--- config.mk ---
export PLATFORM = sky130hd
export DESIGN_NAME = sprite_pop_ctrl
export DESIGN_NICKNAME = d
export VERILOG_FILES = /design/src/rtl/sprite_pkg.sv /design/src/rtl/frame_tick.sv /design/src/rtl/sprite_pop_ctrl.sv
export SDC_FILE = /design/constraint.sdc
export NUM_CORES = 1
export LEC_CHECK = 0
export CORE_ASPECT_RATIO = 1.2
export CORE_MARGIN = 2
export CORE_UTILIZATION = 49
export CTS_CLUSTER_DIAMETER = 200
export CTS_CLUSTER_SIZE = 14
export DETAILED_ROUTE_END_ITERATION = 10
export PLACE_DENSITY = 0.88
export SETUP_SLACK_MARGIN = 0.4
export SLEW_MARGIN = 5
export SYNTH_ARGS = -nofsm -noshare
export SYNTH_HDL_FRONTEND = slang
export SYNTH_SLANG_ARGS = --single-unit
--- constraint.sdc ---
create_clock -name pixel_clk_in -period 5.5 [get_ports pixel_clk_in]
set_input_delay 0.825 -clock pixel_clk_in [delete_from_list [all_inputs] [get_ports pixel_clk_in]]
set_output_delay 0.825 -clock pixel_clk_in [all_outputs]
set_load 0.01 [all_outputs]
--- src/rtl/sprite_pkg.sv ---
// sprite_pkg
// Shared definitions for the piano-key sprite path: screen geometry used by
// the renderer and timing generator, the pop/cooldown state encoding, and a
// helper that sizes the frame counter.
package sprite_pkg;

  localparam int SCREEN_W = 1280;
  localparam int SCREEN_H = 720;

  typedef enum logic [1:0] {
    IDLE = 2'd0,
    POP  = 2'd1,
    COOL = 2'd2
  } pop_state_t;

  // Width of a down-counter that must hold max(pop, cool, 1) - 1.
  // Never returns 0 so the counter always has at least one bit.
  function automatic int cnt_width(input int pop_frames, input int cool_frames);
    int m;
    m = 1;
    if (pop_frames > m) m = pop_frames;
    if (cool_frames > m) m = cool_frames;
    return (m <= 1) ? 1 : $clog2(m);
  endfunction

endpackage

--- src/rtl/frame_tick.sv ---
// frame_tick
// Emits a one-cycle pulse when the video timing counts reach a fixed
// (column, line) position. Used as the once-per-frame update strobe.
// Ports:
//   hcount  in  11  current pixel column
//   vcount  in  10  current line
//   tick    out  1  high while (hcount, vcount) == (TICK_H, TICK_V)
module frame_tick
  import sprite_pkg::*;
#(
  parameter int TICK_H = 0,
  parameter int TICK_V = sprite_pkg::SCREEN_H
) (
  input  logic [10:0] hcount,
  input  logic [9:0]  vcount,
  output logic        tick
);

  assign tick = (hcount == 11'(TICK_H)) && (vcount == 10'(TICK_V));

endmodule

--- src/rtl/sprite_pop_ctrl.sv ---
// sprite_pop_ctrl
// Per-frame controller for the piano-key sprite. Latches note-hit pulses,
// runs the pop/cooldown sequence and bounces the sprite horizontally. All
// registered outputs update only on the frame tick (first blanking line),
// so the renderer never sees a change mid-frame.
// Ports:
//   pixel_clk_in  in   1  pixel clock
//   rst_n_in      in   1  asynchronous active-low reset
//   hcount_in     in  11  pixel column from timing generator
//   vcount_in     in  10  line from timing generator
//   note_hit_in   in   1  hit pulse, any length, any cycle
//   move_en_in    in   1  enables horizontal motion
//   pop_out       out  1  popped image select (high in POP)
//   x_out         out 11  sprite left column, within [0, SCREEN_W-WIDTH]
//   y_out         out 10  sprite top row (fixed)
//   busy_out      out  1  high in POP or COOL
module sprite_pop_ctrl
  import sprite_pkg::*;
#(
  parameter int WIDTH       = 256,
  parameter int SCREEN_W    = sprite_pkg::SCREEN_W,
  parameter int SCREEN_H    = sprite_pkg::SCREEN_H,
  parameter int Y_POS       = 232,
  parameter int POP_FRAMES  = 8,
  parameter int COOL_FRAMES = 4,
  parameter int STEP        = 4
) (
  input  logic        pixel_clk_in,
  input  logic        rst_n_in,
  input  logic [10:0] hcount_in,
  input  logic [9:0]  vcount_in,
  input  logic        note_hit_in,
  input  logic        move_en_in,
  output logic        pop_out,
  output logic [10:0] x_out,
  output logic [9:0]  y_out,
  output logic        busy_out
);

  localparam int XMAX  = SCREEN_W - WIDTH;
  localparam int CNT_W = cnt_width(POP_FRAMES, COOL_FRAMES);

  localparam logic [CNT_W-1:0] POP_LOAD  = CNT_W'(POP_FRAMES - 1);
  localparam logic [CNT_W-1:0] COOL_LOAD = CNT_W'((COOL_FRAMES > 0) ? COOL_FRAMES - 1 : 0);
  localparam logic [CNT_W-1:0] CNT_ONE   = CNT_W'(1);
  localparam logic [11:0]      XMAX_12   = 12'(XMAX);
  localparam logic [11:0]      STEP_12   = 12'(STEP);
  localparam logic [10:0]      X_RST     = 11'(XMAX / 2);

  logic             tick;
  pop_state_t       state, state_nxt;
  logic [CNT_W-1:0] cnt, cnt_nxt;
  logic             pending, consume, hit_now;
  logic [10:0]      x_q, x_nxt;
  logic             dir_left, dir_nxt;
  logic [11:0]      x_ext, x_sum;

  frame_tick #(
    .TICK_H (0),
    .TICK_V (SCREEN_H)
  ) u_frame_tick (
    .hcount (hcount_in),
    .vcount (vcount_in),
    .tick   (tick)
  );

  // A hit arriving on the tick cycle itself is seen by the FSM that cycle.
  assign hit_now = pending | note_hit_in;

  always_comb begin
    state_nxt = state;
    cnt_nxt   = cnt;
    consume   = 1'b0;
    if (tick) begin
      unique case (state)
        IDLE: begin
          if (hit_now) begin
            state_nxt = POP;
            cnt_nxt   = POP_LOAD;
            consume   = 1'b1;
          end
        end
        POP: begin
          if (hit_now) begin
            cnt_nxt = POP_LOAD;
            consume = 1'b1;
          end else if (cnt == '0) begin
            if (COOL_FRAMES == 0) begin
              state_nxt = IDLE;
              cnt_nxt   = '0;
            end else begin
              state_nxt = COOL;
              cnt_nxt   = COOL_LOAD;
            end
          end else begin
            cnt_nxt = cnt - CNT_ONE;
          end
        end
        COOL: begin
          // Hits are held, not consumed, until back in IDLE.
          if (cnt == '0) state_nxt = IDLE;
          else           cnt_nxt   = cnt - CNT_ONE;
        end
        default: begin
          state_nxt = IDLE;
          cnt_nxt   = '0;
        end
      endcase
    end
  end

  // 12-bit arithmetic keeps the clamp compares free of wrap-around.
  assign x_ext = {1'b0, x_q};
  assign x_sum = x_ext + STEP_12;

  always_comb begin
    x_nxt   = x_q;
    dir_nxt = dir_left;
    if (tick && move_en_in) begin
      if (!dir_left) begin
        if (x_sum >= XMAX_12) begin
          x_nxt   = 11'(XMAX);
          dir_nxt = 1'b1;
        end else begin
          x_nxt = x_sum[10:0];
        end
      end else begin
        if (x_ext <= STEP_12) begin
          x_nxt   = '0;
          dir_nxt = 1'b0;
        end else begin
          x_nxt = 11'(x_ext - STEP_12);
        end
      end
    end
  end

  always_ff @(posedge pixel_clk_in or negedge rst_n_in) begin
    if (!rst_n_in) begin
      state    <= IDLE;
      cnt      <= '0;
      pending  <= 1'b0;
      pop_out  <= 1'b0;
      x_q      <= X_RST;
      dir_left <= 1'b0;
    end else begin
      state   <= state_nxt;
      cnt     <= cnt_nxt;
      // A new hit wins over a same-cycle consume.
      if (note_hit_in)  pending <= 1'b1;
      else if (consume) pending <= 1'b0;
      pop_out  <= (state_nxt == POP);
      x_q      <= x_nxt;
      dir_left <= dir_nxt;
    end
  end

  assign x_out    = x_q;
  assign y_out    = 10'(Y_POS);
  assign busy_out = (state != IDLE);

endmodule

==> impl_metrics.toml <==
[status]
status = "finished, final reports clean"

[yosys]
synthMuxAreaShare_pct = 2.12
synthAdderAreaFrac_pct = 4.42
synth_area_leaders = "dfrtp_1, buf_4, o21ai_0"
yosys.area.top_type_share_pct = 28.3
yosys.area_share.simple_pct = 29.6
synth_top_family_by_area = "simple AND/OR/NAND/NOR gates"
synth_compound_area_share_pct = 21.5
ys_seq_elements = 17
synth-xor-area-share_pct = 0
synth_edf_count = 0
ys.flop_type = "dfrtp_1"
synthesis.area_per_instance_sq_um = 7.94
syn-cell-area_sq_um = 1410
ys_warn_count = 0
yosysTopAreaCell = "dfrtp_1"
synth-async-reset-ratio_pct = 100
syn_inst = 178
seq_area_frac_synth_pct = 30.2
synth_cell_types = 47

[sta]
finalMaxSlewViolations = 0
hold_slack_ps = 538
max_freq_mhz = 348
grt_setup_unrepaired = "false"
setup_viol = 0
worst_slew_pin_slew_ps = 767
slew_headroom_pct = 48.7
period_share_pct = 52.3
setup_ws_ps = 2620
fin_crit_ps = 2880
clock-skew-final_ps = 2.56
tns_ps = 0
hold_viol = 0

[cts]
cts_resized = 0
cts_tree = "yes"
cts-htree-levels = 1
clock_latency_ps = 300
path_clk_slew_ps = 100
cts-hold-fix-buffers = 0
cts_root_buf = "clkbuf_4"
clock-sinks = 17
cts_buffers = 3
clock_path_buffers = 2
cts_post_setup_buffers_inserted = 0

[critical_path]
cp.required_ps = 5680
cp_slowest_cell = "or4_4"
cp_max_fo = 17
path_class = "primary input to flop"
cpPeakStageDelay_ps = 630
path_cells = "clkdlybuf4s50_1, nor4b_1, nand4_1, or4_4, a22o_1, or3_1"
worstSetupEndpointType = "flop"
arrival_ps = 3060
cp-start-kind = "primary input"

[die]
die_x_um = 53.0
coreArea_sq_um = 2760
dieArea_sq_um = 3330
initial_core_util_pct = 51.2
rows = 21
ios = 48
die_h_um = 62.8

[global_routing]
antenna_found_initial = 0
grt_overflow_total = 0
grt_pass1_vias = 1245
grt_pass1_wl_um = 5420
grt_max_degree = 18
track_usage_pct = 20.9

[routing]
route.detailed.drc = 0
antenna_left = 0
wl_per_cell_um = 13.2
routed_wl_um = 3180
drtIter0Drc = 49
routed_via_density = 5.79
num_vias = 1389
drtPass1Iterations = 4

[cells_and_area]
syn_to_final_growth_pct = 23.0
n_antenna_cell = 0
stdcell_count = 240
nets = 237
drive_gt1_share_pct = 6.31
fin_util_pct = 63.0
stdcell_area_sq_um = 1740

[power]
p_leak_nw = 0.662
ir_drop_uv = 82.8
finalPower_mw = 0.221
p_per_area_nw_per_um2 = 127

[placed_design]
placed_cells = 236
pre_cts_slack_ps = 2310
hpwl_um = 2440
gp_congestion = 0.880
port_buffers = 35
dpl_cell_area_sq_um = 1710

[min_path]
hold_path_class = "flop to flop"

[run]
cap_viol_max_count = 0
-- final cells by class --
class,instances,area (sq um)
Clock buffer,4,26.3
Fill cell,256,1020
Inverter,9,33.8
Multi-Input combinational cell,141,860
Sequential cell,17,427
Tap cell,34,42.5
Timing Repair Buffer,35,350
-- layer usage --
| metal | up-vias | GRT usage, % | wire, um |
|---|---|---|---|
| met5 | - | 0 | 0 |
| met4 | 0 | 8.33 | 48 |
| met3 | 5 | 2.15 | 140 |
| met2 | 39 | 35.3 | 1660 |
| met1 | 657 | 26.4 | 1320 |
| li1 | 688 | - | - |
-- power by group --
part,total (mW),switching [mW],internal (mW),leakage [nW]
logic,0.0266,0.0104,0.0162,0.455
registers,0.125,0.00000196,0.125,0.192
clock network,0.0694,0.0412,0.0283,0.0150
total,0.221,0.0516,0.169,0.662
-- cells by family (layout without fill, tap and decap cells) --
family,count (synthesis),in the layout
AND/OR/NAND/NOR,75,75
multiplexers,3,3
flip-flops,17,17
buffers and inverters,30,48
other,2,12
AO/OA/AOI/OAI,46,46
adder cells (fa/ha/maj),5,5
-- synth_stat cells (all sizes together) (2+ instances only) --
| library cell | n |
|---|---|
| nor4 | 4 |
| nor3 | 3 |
| a31o | 2 |
| or4 | 3 |
| o21ai | 14 |
| ha | 5 |
| nand4 | 4 |
| or3 | 2 |
| and3 | 2 |
| clkbuf | 8 |
| o211ai | 3 |
| nand3 | 8 |
| nand2b | 3 |
| or2 | 5 |
| o31ai | 3 |
| buf | 13 |
| nor4b | 4 |
| a21oi | 7 |
| or4b | 2 |
| conb | 2 |
| dfrtp | 16 |
| inv | 9 |
| nor2b | 2 |
| a221oi | 3 |
| mux2i | 3 |
| nand2 | 15 |
| a31oi | 4 |
| nor2 | 14 |
-- worst max-delay path: cells and delay by family --
family / cells / cell delay (ps)
and+or+nand+nor: 4 / 1570
buffers and inverters: 1 / 400
AOI/OAI and AO/OA: 1 / 260
-- state kept, by name (all words and copies together) (netlist names) --
signal,flops
x_out,9
cnt,3
state,2
dir_left,1
pending,1
pop_out,1
-- path summary, 6_finish.rpt --
path / from / depth (start not counted) / to / slack (ps)
worst max-delay path: vcount_in[3] / 6 / x_out[5] / 2620
worst min-delay path: pending / 1 / pending / 540
worst max register to register: x_out[2] / 6 / x_out[5] / 3190
worst min register to register: pending / 1 / pending / 540
max in group asynchronous: rst_n_in / 1 / x_out[3] / 4060
min in group asynchronous: rst_n_in / 1 / state[0] / 970
-- cell usage in the layout, fill, tap and decap left out, types with 2 or more instances in the layout --
cell type and n:
clkdlybuf4s50_1 35, dfrtp_1 16, nand2_1 15, nor2_1 14
o21ai_0 14, conb_1 12, inv_1 9, nand3_1 8
a21oi_1 7, ha_1 5, or2_2 4, nor4_1 4
nor4b_1 4, nand4_1 4, a31oi_1 4, nor3_1 3
nand2b_1 3, mux2i_1 3, o31ai_1 3, a221oi_1 3
o211ai_1 3, clkbuf_4 3, nor2b_1 2, or4_4 2
or3_1 2, a31o_2 2, and3_1 2
Power figures use the tool's default switching activity.
